[config.mk]
export PLATFORM = sky130hd
export DESIGN_NAME = multicycle_control
export DESIGN_NICKNAME = d
export VERILOG_FILES = /design/src/rtl/multicycle_control.sv
export SDC_FILE = /design/constraint.sdc
export NUM_CORES = 1
export LEC_CHECK = 0
export ABC_CLOCK_PERIOD_IN_PS = 1400
export BUFFER_PORTS_ARGS = -buffer_cell sky130_fd_sc_hd__buf_2
export CAP_MARGIN = 20
export CORE_MARGIN = 5
export CORE_UTILIZATION = 41
export DETAILED_ROUTE_END_ITERATION = 6
export GPL_TIMING_DRIVEN = 0
export PLACE_DENSITY = 0.74
export SYNTH_ARGS = -nofsm -noshare
export SYNTH_HDL_FRONTEND = slang
export SYNTH_SLANG_ARGS = --single-unit
[constraint.sdc]
create_clock -name clk -period 1.4 [get_ports clk]
set_clock_uncertainty 0.2 [all_clocks]
set_input_delay 0.28 -clock clk [delete_from_list [all_inputs] [get_ports clk]]
set_output_delay 0.28 -clock clk [all_outputs]
set_load 0.01 [all_outputs]
[src/rtl/multicycle_control.sv]
// Moore-style sequencing FSM for a multicycle MIPS datapath (shared memory, one ALU, IR, ALUOut).
// Fetch is Mealy on mem_ready_i; memory states stall until ready; unknown opcodes park in ILLEGAL.
module multicycle_control #(
  parameter logic [3:0] RESET_STATE = 4'd0,
  parameter logic [2:0] ALU_ADD     = 3'b100,
  parameter logic [2:0] ALU_SUB     = 3'b010
) (
  input  logic       clk,
  input  logic       reset,
  input  logic [5:0] opcode_i,
  input  logic       mem_ready_i,
  output logic       pc_write_o,
  output logic       ir_write_o,
  output logic       i_or_d_o,
  output logic       mem_read_o,
  output logic       mem_write_o,
  output logic       reg_dst_o,
  output logic       mem_to_reg_o,
  output logic       reg_write_o,
  output logic       alu_src_a_o,
  output logic [1:0] alu_src_b_o,
  output logic [2:0] alu_op_o,
  output logic [1:0] pc_src_o,
  output logic       branch_eq_o,
  output logic       branch_ne_o,
  output logic       retire_o,
  output logic       illegal_o,
  output logic [3:0] state_o
);

  typedef enum logic [3:0] {
    FETCH     = 4'd0,
    DECODE    = 4'd1,
    MEM_ADDR  = 4'd2,
    MEM_READ  = 4'd3,
    MEM_WB    = 4'd4,
    MEM_WRITE = 4'd5,
    EXEC_R    = 4'd6,
    WB_R      = 4'd7,
    EXEC_I    = 4'd8,
    WB_I      = 4'd9,
    BRANCH    = 4'd10,
    JUMP      = 4'd11,
    ILLEGAL   = 4'd15
  } state_t;

  localparam logic [5:0] OP_RTYPE = 6'h00;
  localparam logic [5:0] OP_J     = 6'h02;
  localparam logic [5:0] OP_BEQ   = 6'h04;
  localparam logic [5:0] OP_BNE   = 6'h05;
  localparam logic [5:0] OP_ADDI  = 6'h08;
  localparam logic [5:0] OP_ORI   = 6'h0d;
  localparam logic [5:0] OP_LUI   = 6'h0f;
  localparam logic [5:0] OP_LW    = 6'h23;
  localparam logic [5:0] OP_SW    = 6'h2b;

  localparam logic [2:0] ALU_RTYPE = 3'b111;
  localparam logic [2:0] ALU_OR    = 3'b001;
  localparam logic [2:0] ALU_LUI   = 3'b000;

  state_t state_reg, state_next;
  logic   illegal_reg;

  always_ff @(posedge clk or negedge reset) begin
    if (!reset) begin
      state_reg   <= state_t'(RESET_STATE);
      illegal_reg <= 1'b0;
    end else begin
      state_reg <= state_next;
      if (state_next == ILLEGAL)
        illegal_reg <= 1'b1;
    end
  end

  always_comb begin
    state_next   = state_reg;
    pc_write_o   = 1'b0;
    ir_write_o   = 1'b0;
    i_or_d_o     = 1'b0;
    mem_read_o   = 1'b0;
    mem_write_o  = 1'b0;
    reg_dst_o    = 1'b0;
    mem_to_reg_o = 1'b0;
    reg_write_o  = 1'b0;
    alu_src_a_o  = 1'b0;
    alu_src_b_o  = 2'b00;
    alu_op_o     = 3'b000;
    pc_src_o     = 2'b00;
    branch_eq_o  = 1'b0;
    branch_ne_o  = 1'b0;
    retire_o     = 1'b0;

    case (state_reg)
      FETCH: begin
        mem_read_o  = 1'b1;
        alu_src_b_o = 2'b01;
        alu_op_o    = ALU_ADD;
        if (mem_ready_i) begin
          ir_write_o = 1'b1;
          pc_write_o = 1'b1;
          state_next = DECODE;
        end
      end
      DECODE: begin
        // Speculatively form the branch target so BRANCH can load it from ALUOut.
        alu_src_b_o = 2'b11;
        alu_op_o    = ALU_ADD;
        case (opcode_i)
          OP_RTYPE:              state_next = EXEC_R;
          OP_ADDI, OP_ORI, OP_LUI: state_next = EXEC_I;
          OP_LW, OP_SW:          state_next = MEM_ADDR;
          OP_BEQ, OP_BNE:        state_next = BRANCH;
          OP_J:                  state_next = JUMP;
          default:               state_next = ILLEGAL;
        endcase
      end
      MEM_ADDR: begin
        alu_src_a_o = 1'b1;
        alu_src_b_o = 2'b10;
        alu_op_o    = ALU_ADD;
        state_next  = (opcode_i == OP_LW) ? MEM_READ : MEM_WRITE;
      end
      MEM_READ: begin
        mem_read_o = 1'b1;
        i_or_d_o   = 1'b1;
        if (mem_ready_i)
          state_next = MEM_WB;
      end
      MEM_WB: begin
        reg_write_o  = 1'b1;
        mem_to_reg_o = 1'b1;
        retire_o     = 1'b1;
        state_next   = FETCH;
      end
      MEM_WRITE: begin
        mem_write_o = 1'b1;
        i_or_d_o    = 1'b1;
        if (mem_ready_i) begin
          retire_o   = 1'b1;
          state_next = FETCH;
        end
      end
      EXEC_R: begin
        alu_src_a_o = 1'b1;
        alu_op_o    = ALU_RTYPE;
        state_next  = WB_R;
      end
      WB_R: begin
        reg_write_o = 1'b1;
        reg_dst_o   = 1'b1;
        retire_o    = 1'b1;
        state_next  = FETCH;
      end
      EXEC_I: begin
        alu_src_a_o = 1'b1;
        alu_src_b_o = 2'b10;
        case (opcode_i)
          OP_ORI:  alu_op_o = ALU_OR;
          OP_LUI:  alu_op_o = ALU_LUI;
          default: alu_op_o = ALU_ADD;
        endcase
        state_next = WB_I;
      end
      WB_I: begin
        reg_write_o = 1'b1;
        retire_o    = 1'b1;
        state_next  = FETCH;
      end
      BRANCH: begin
        alu_src_a_o = 1'b1;
        alu_op_o    = ALU_SUB;
        pc_src_o    = 2'b01;
        branch_eq_o = (opcode_i == OP_BEQ);
        branch_ne_o = (opcode_i == OP_BNE);
        retire_o    = 1'b1;
        state_next  = FETCH;
      end
      JUMP: begin
        pc_write_o = 1'b1;
        pc_src_o   = 2'b10;
        retire_o   = 1'b1;
        state_next = FETCH;
      end
      ILLEGAL: state_next = ILLEGAL;
      // Unused encodings recover to a clean fetch.
      default: state_next = FETCH;
    endcase
  end

  assign illegal_o = illegal_reg;
  assign state_o   = state_reg;

endmodule
==> impl_metrics.py <==
metrics = {
    "detailed_routing": {
        "wl_per_cell_um": 17.9,
        "antenna_left": 0,
        "vias": 1064,
        "drt_iter0_drc": 44,
        "drt_pass1_iterations": 4,
        "drc": 0,
        "vias_per_cell": 6.19,
        "wl_um": 3080,
    },
    "clock_tree": {
        "numCtsBuffers": 3,
        "cts_sinks": 5,
        "htree_levels": 1,
        "clkSlewWorstSetupHoldPaths_ns": 0.05,
        "clock_latency_ns": 0.24,
        "cts_buffer_depth": 2,
        "clockRootBuffer": "clkbuf_4",
        "cts_tree": "yes",
    },
    "synthesis": {
        "syn_inst": 106,
        "yosys-top-cells-area": "dfrtp_1 18%, nor2_1 8.4%, nor3_1 5.6%",
        "synth_fp_nets": 115,
        "yosys.area.top_type_share_pct": 17.6,
        "synth_edf_count": 0,
        "avgSynthCellArea_um2": 6.72,
        "syn_area_um2": 712,
        "post_synth_num_cell_types": 41,
        "ys_seq_area_share_pct": 17.6,
        "yosys_most_used_dff": "dfrtp_1",
        "async_reset_ff_share_pct": 100,
        "synth.largest_area_cell": "dfrtp_1",
        "ys_ff_latch": 5,
        "yosysWarnings": 0,
    },
    "global_route": {
        "grt_pass1_wl_um": 4460,
        "antenna_found_initial": 0,
        "grt_pass1_vias": 986,
        "grt_overflow": 0,
        "track_usage_pct": 22.2,
        "grt_max_degree": 11,
    },
    "final_layout": {
        "area_delta_synth_final_pct": 94.4,
        "layout.area.seq_um2": 128,
        "stdcell_area_um2": 1380,
        "antenna_cells": 0,
        "nNetsFinal": 165,
        "fill_cells": 102,
        "multi_input_area_um2": 756,
        "layout-drive-gt1-share_pct": 66.5,
    },
    "critical_path": {
        "rr_worst_depth": 7,
        "worstPathMaxFanout": 6,
        "path_class": "register to output pin",
        "path_buf_inv": 2,
        "crit_arrival_ns": 1.50,
        "crit_chain": "buf_8, nor2_1, nand2_1, nor2_4, or2_4, buf_2",
        "critical_path.top_delay_family": "simple AND/OR/NAND/NOR gates",
        "reg2reg_from": "state_o[1]",
        "cp-startpoint": "state_o[2]",
        "r2r_end": "illegal_o",
        "end_kind": "output pin",
        "crit_path_top_delay_cell": "dfrtp_1",
        "reg2reg_slack_ns": -0.35,
        "slowest_delay_ns": 0.40,
        "required_ns": 0.92,
        "critPathLaunchType": "register",
    },
    "placed_design": {
        "place_congestion": 0.916,
        "placed_area_um2": 975,
        "hpwlAfterDp_um": 1710,
        "port_buffers": 29,
        "pre_cts_slack_ns": -0.464,
    },
    "sta": {
        "setup_viol": 25,
        "setup-tns-final_ns": -10.55,
        "fin_crit_ns": 1.98,
        "clock.fmax_mhz": 504,
        "tightest_slew_ns": 0.632,
        "finalHoldViolCount": 0,
        "drv_slew": 0,
        "period_share_pct": 142,
        "fin_ws_ns": -0.584,
        "max_slew_margin_pct": 57.8,
        "grt_setup_unrepaired": "true",
    },
    "power": {
        "power.density_nw_per_um2": 2190,
        "leakage_uw": 0.000625,
        "totalPowerFinal_uw": 3030,
        "max-vdd-ir-drop_v": 0.00133,
    },
    "outcome": {
        "status": "finished, violations left",
        "violations": "setup timing",
    },
    "die": {
        "start_util_pct": 42.1,
        "top_level_ports": 33,
        "dieArea_um2": 2670,
        "num_rows": 15,
        "fp.dieH_um": 51.7,
        "fp.coreArea_um2": 1690,
        "die_x_um": 51.7,
    },
    "worst_hold_path": {
        "hp-class": "primary input to asynchronous set/reset pin",
    },
    "run": {
        "max-cap-violations": 0,
    },
}
[synth_stat cells (2+ instances only)]
master	n
nor2_1	16
nor3_1	8
o21ai_0	8
nand2_1	7
a21oi_1	5
dfrtp_1	5
nand2b_1	5
and3_1	4
clkbuf_1	4
inv_1	4
buf_2	3
a211oi_1	2
a21o_1	2
a311oi_1	2
a31oi_1	2
nand3_1	2
or2_2	2
or3_1	2
[through the flow]
step,cells,utilization (%),hold WS [ns]
floorplan,106,-,-0.216
global placement,152,57.7,-0.107
detailed placement,152,57.7,-0.101
CTS,168,74.1,0.180
global route,172,81.9,0.196
finish,172,81.9,0.182
[flip-flops by register name, summed over array words and instances (netlist names)]
register and flops:
illegal_o 1, state_o 4
[cells in the final DEF (no fill, tap or decap), types with 4 or more instances in the layout]
master | netlist | layout
buf_8 | 0 | 4
nand2_1 | 7 | 6
nor2_2 | 0 | 4
nor2_4 | 0 | 5
nor2_1 | 16 | 7
buf_4 | 0 | 7
buf_6 | 1 | 15
buf_2 | 3 | 24
o21ai_1 | 1 | 5
clkbuf_4 | 0 | 4
[where the power goes]
part           leakage (uW)  switching (uW)  total [uW]  internal, uW
Clock             0.0000150            60.6         168           108
Sequential        0.0000617            89.4         300           210
Combinational      0.000548            1320        2560          1250
Total              0.000625            1470        3030          1570
[layout make-up]
type	instances	share of cell area, %
Multi-Input combinational cell	88	54.6
Timing Repair Buffer	45	24.5
Sequential cell	5	9.22
Buffer	9	7.14
Clock buffer	4	1.90
Tap cell	17	1.54
Inverter	4	1.08
[logic make-up (layout without fill, tap and decap cells)]
logic type	count (synthesis)	after routing	share of synthesized area, %
simple gates	54	54	39.2
compound gates	31	31	30.6
buf+inv	13	62	8.61
flops	5	5	17.6
xor+xnor	2	2	2.46
mux	1	1	1.58
[per-layer routing]
metal	up-vias	track usage (%)	wire (um)
met5	-	0	0
met4	0	6.11	50
li1	488	-	-
met3	6	4.87	151
met1	518	27.2	1380
met2	52	38.8	1500
[worst register-to-register path, cell delays in order, from the launching register on]
cell and delay (ns):
dfrtp_1 0.37, buf_8 0.14, buf_6 0.11, nand2b_4 0.07
buf_6 0.13, buf_6 0.11, o32a_1 0.35, a31oi_1 0.19
[how the worst max path moves through the flow]
stage / to / slack, ns / cells after the start
floorplan: alu_src_b_o[1] / -0.27 / 6
global placement: alu_op_o[2] / -0.47 / 6
detailed placement: alu_op_o[2] / -0.46 / 6
CTS: alu_op_o[0] / -0.57 / 6
global route: alu_op_o[0] / -0.69 / 6
finish: pc_write_o / -0.58 / 6
[what timing repair did]
action                     in CTS  in global routing
hold endpoints to repair        5                  0
buffers inserted               11                  6
pin swaps                      10                 13
resized for setup              43                 25
hold buffers                    1                  0
setup endpoints to repair      24                 26
No activity file was read; power rests on OpenSTA's default activity.
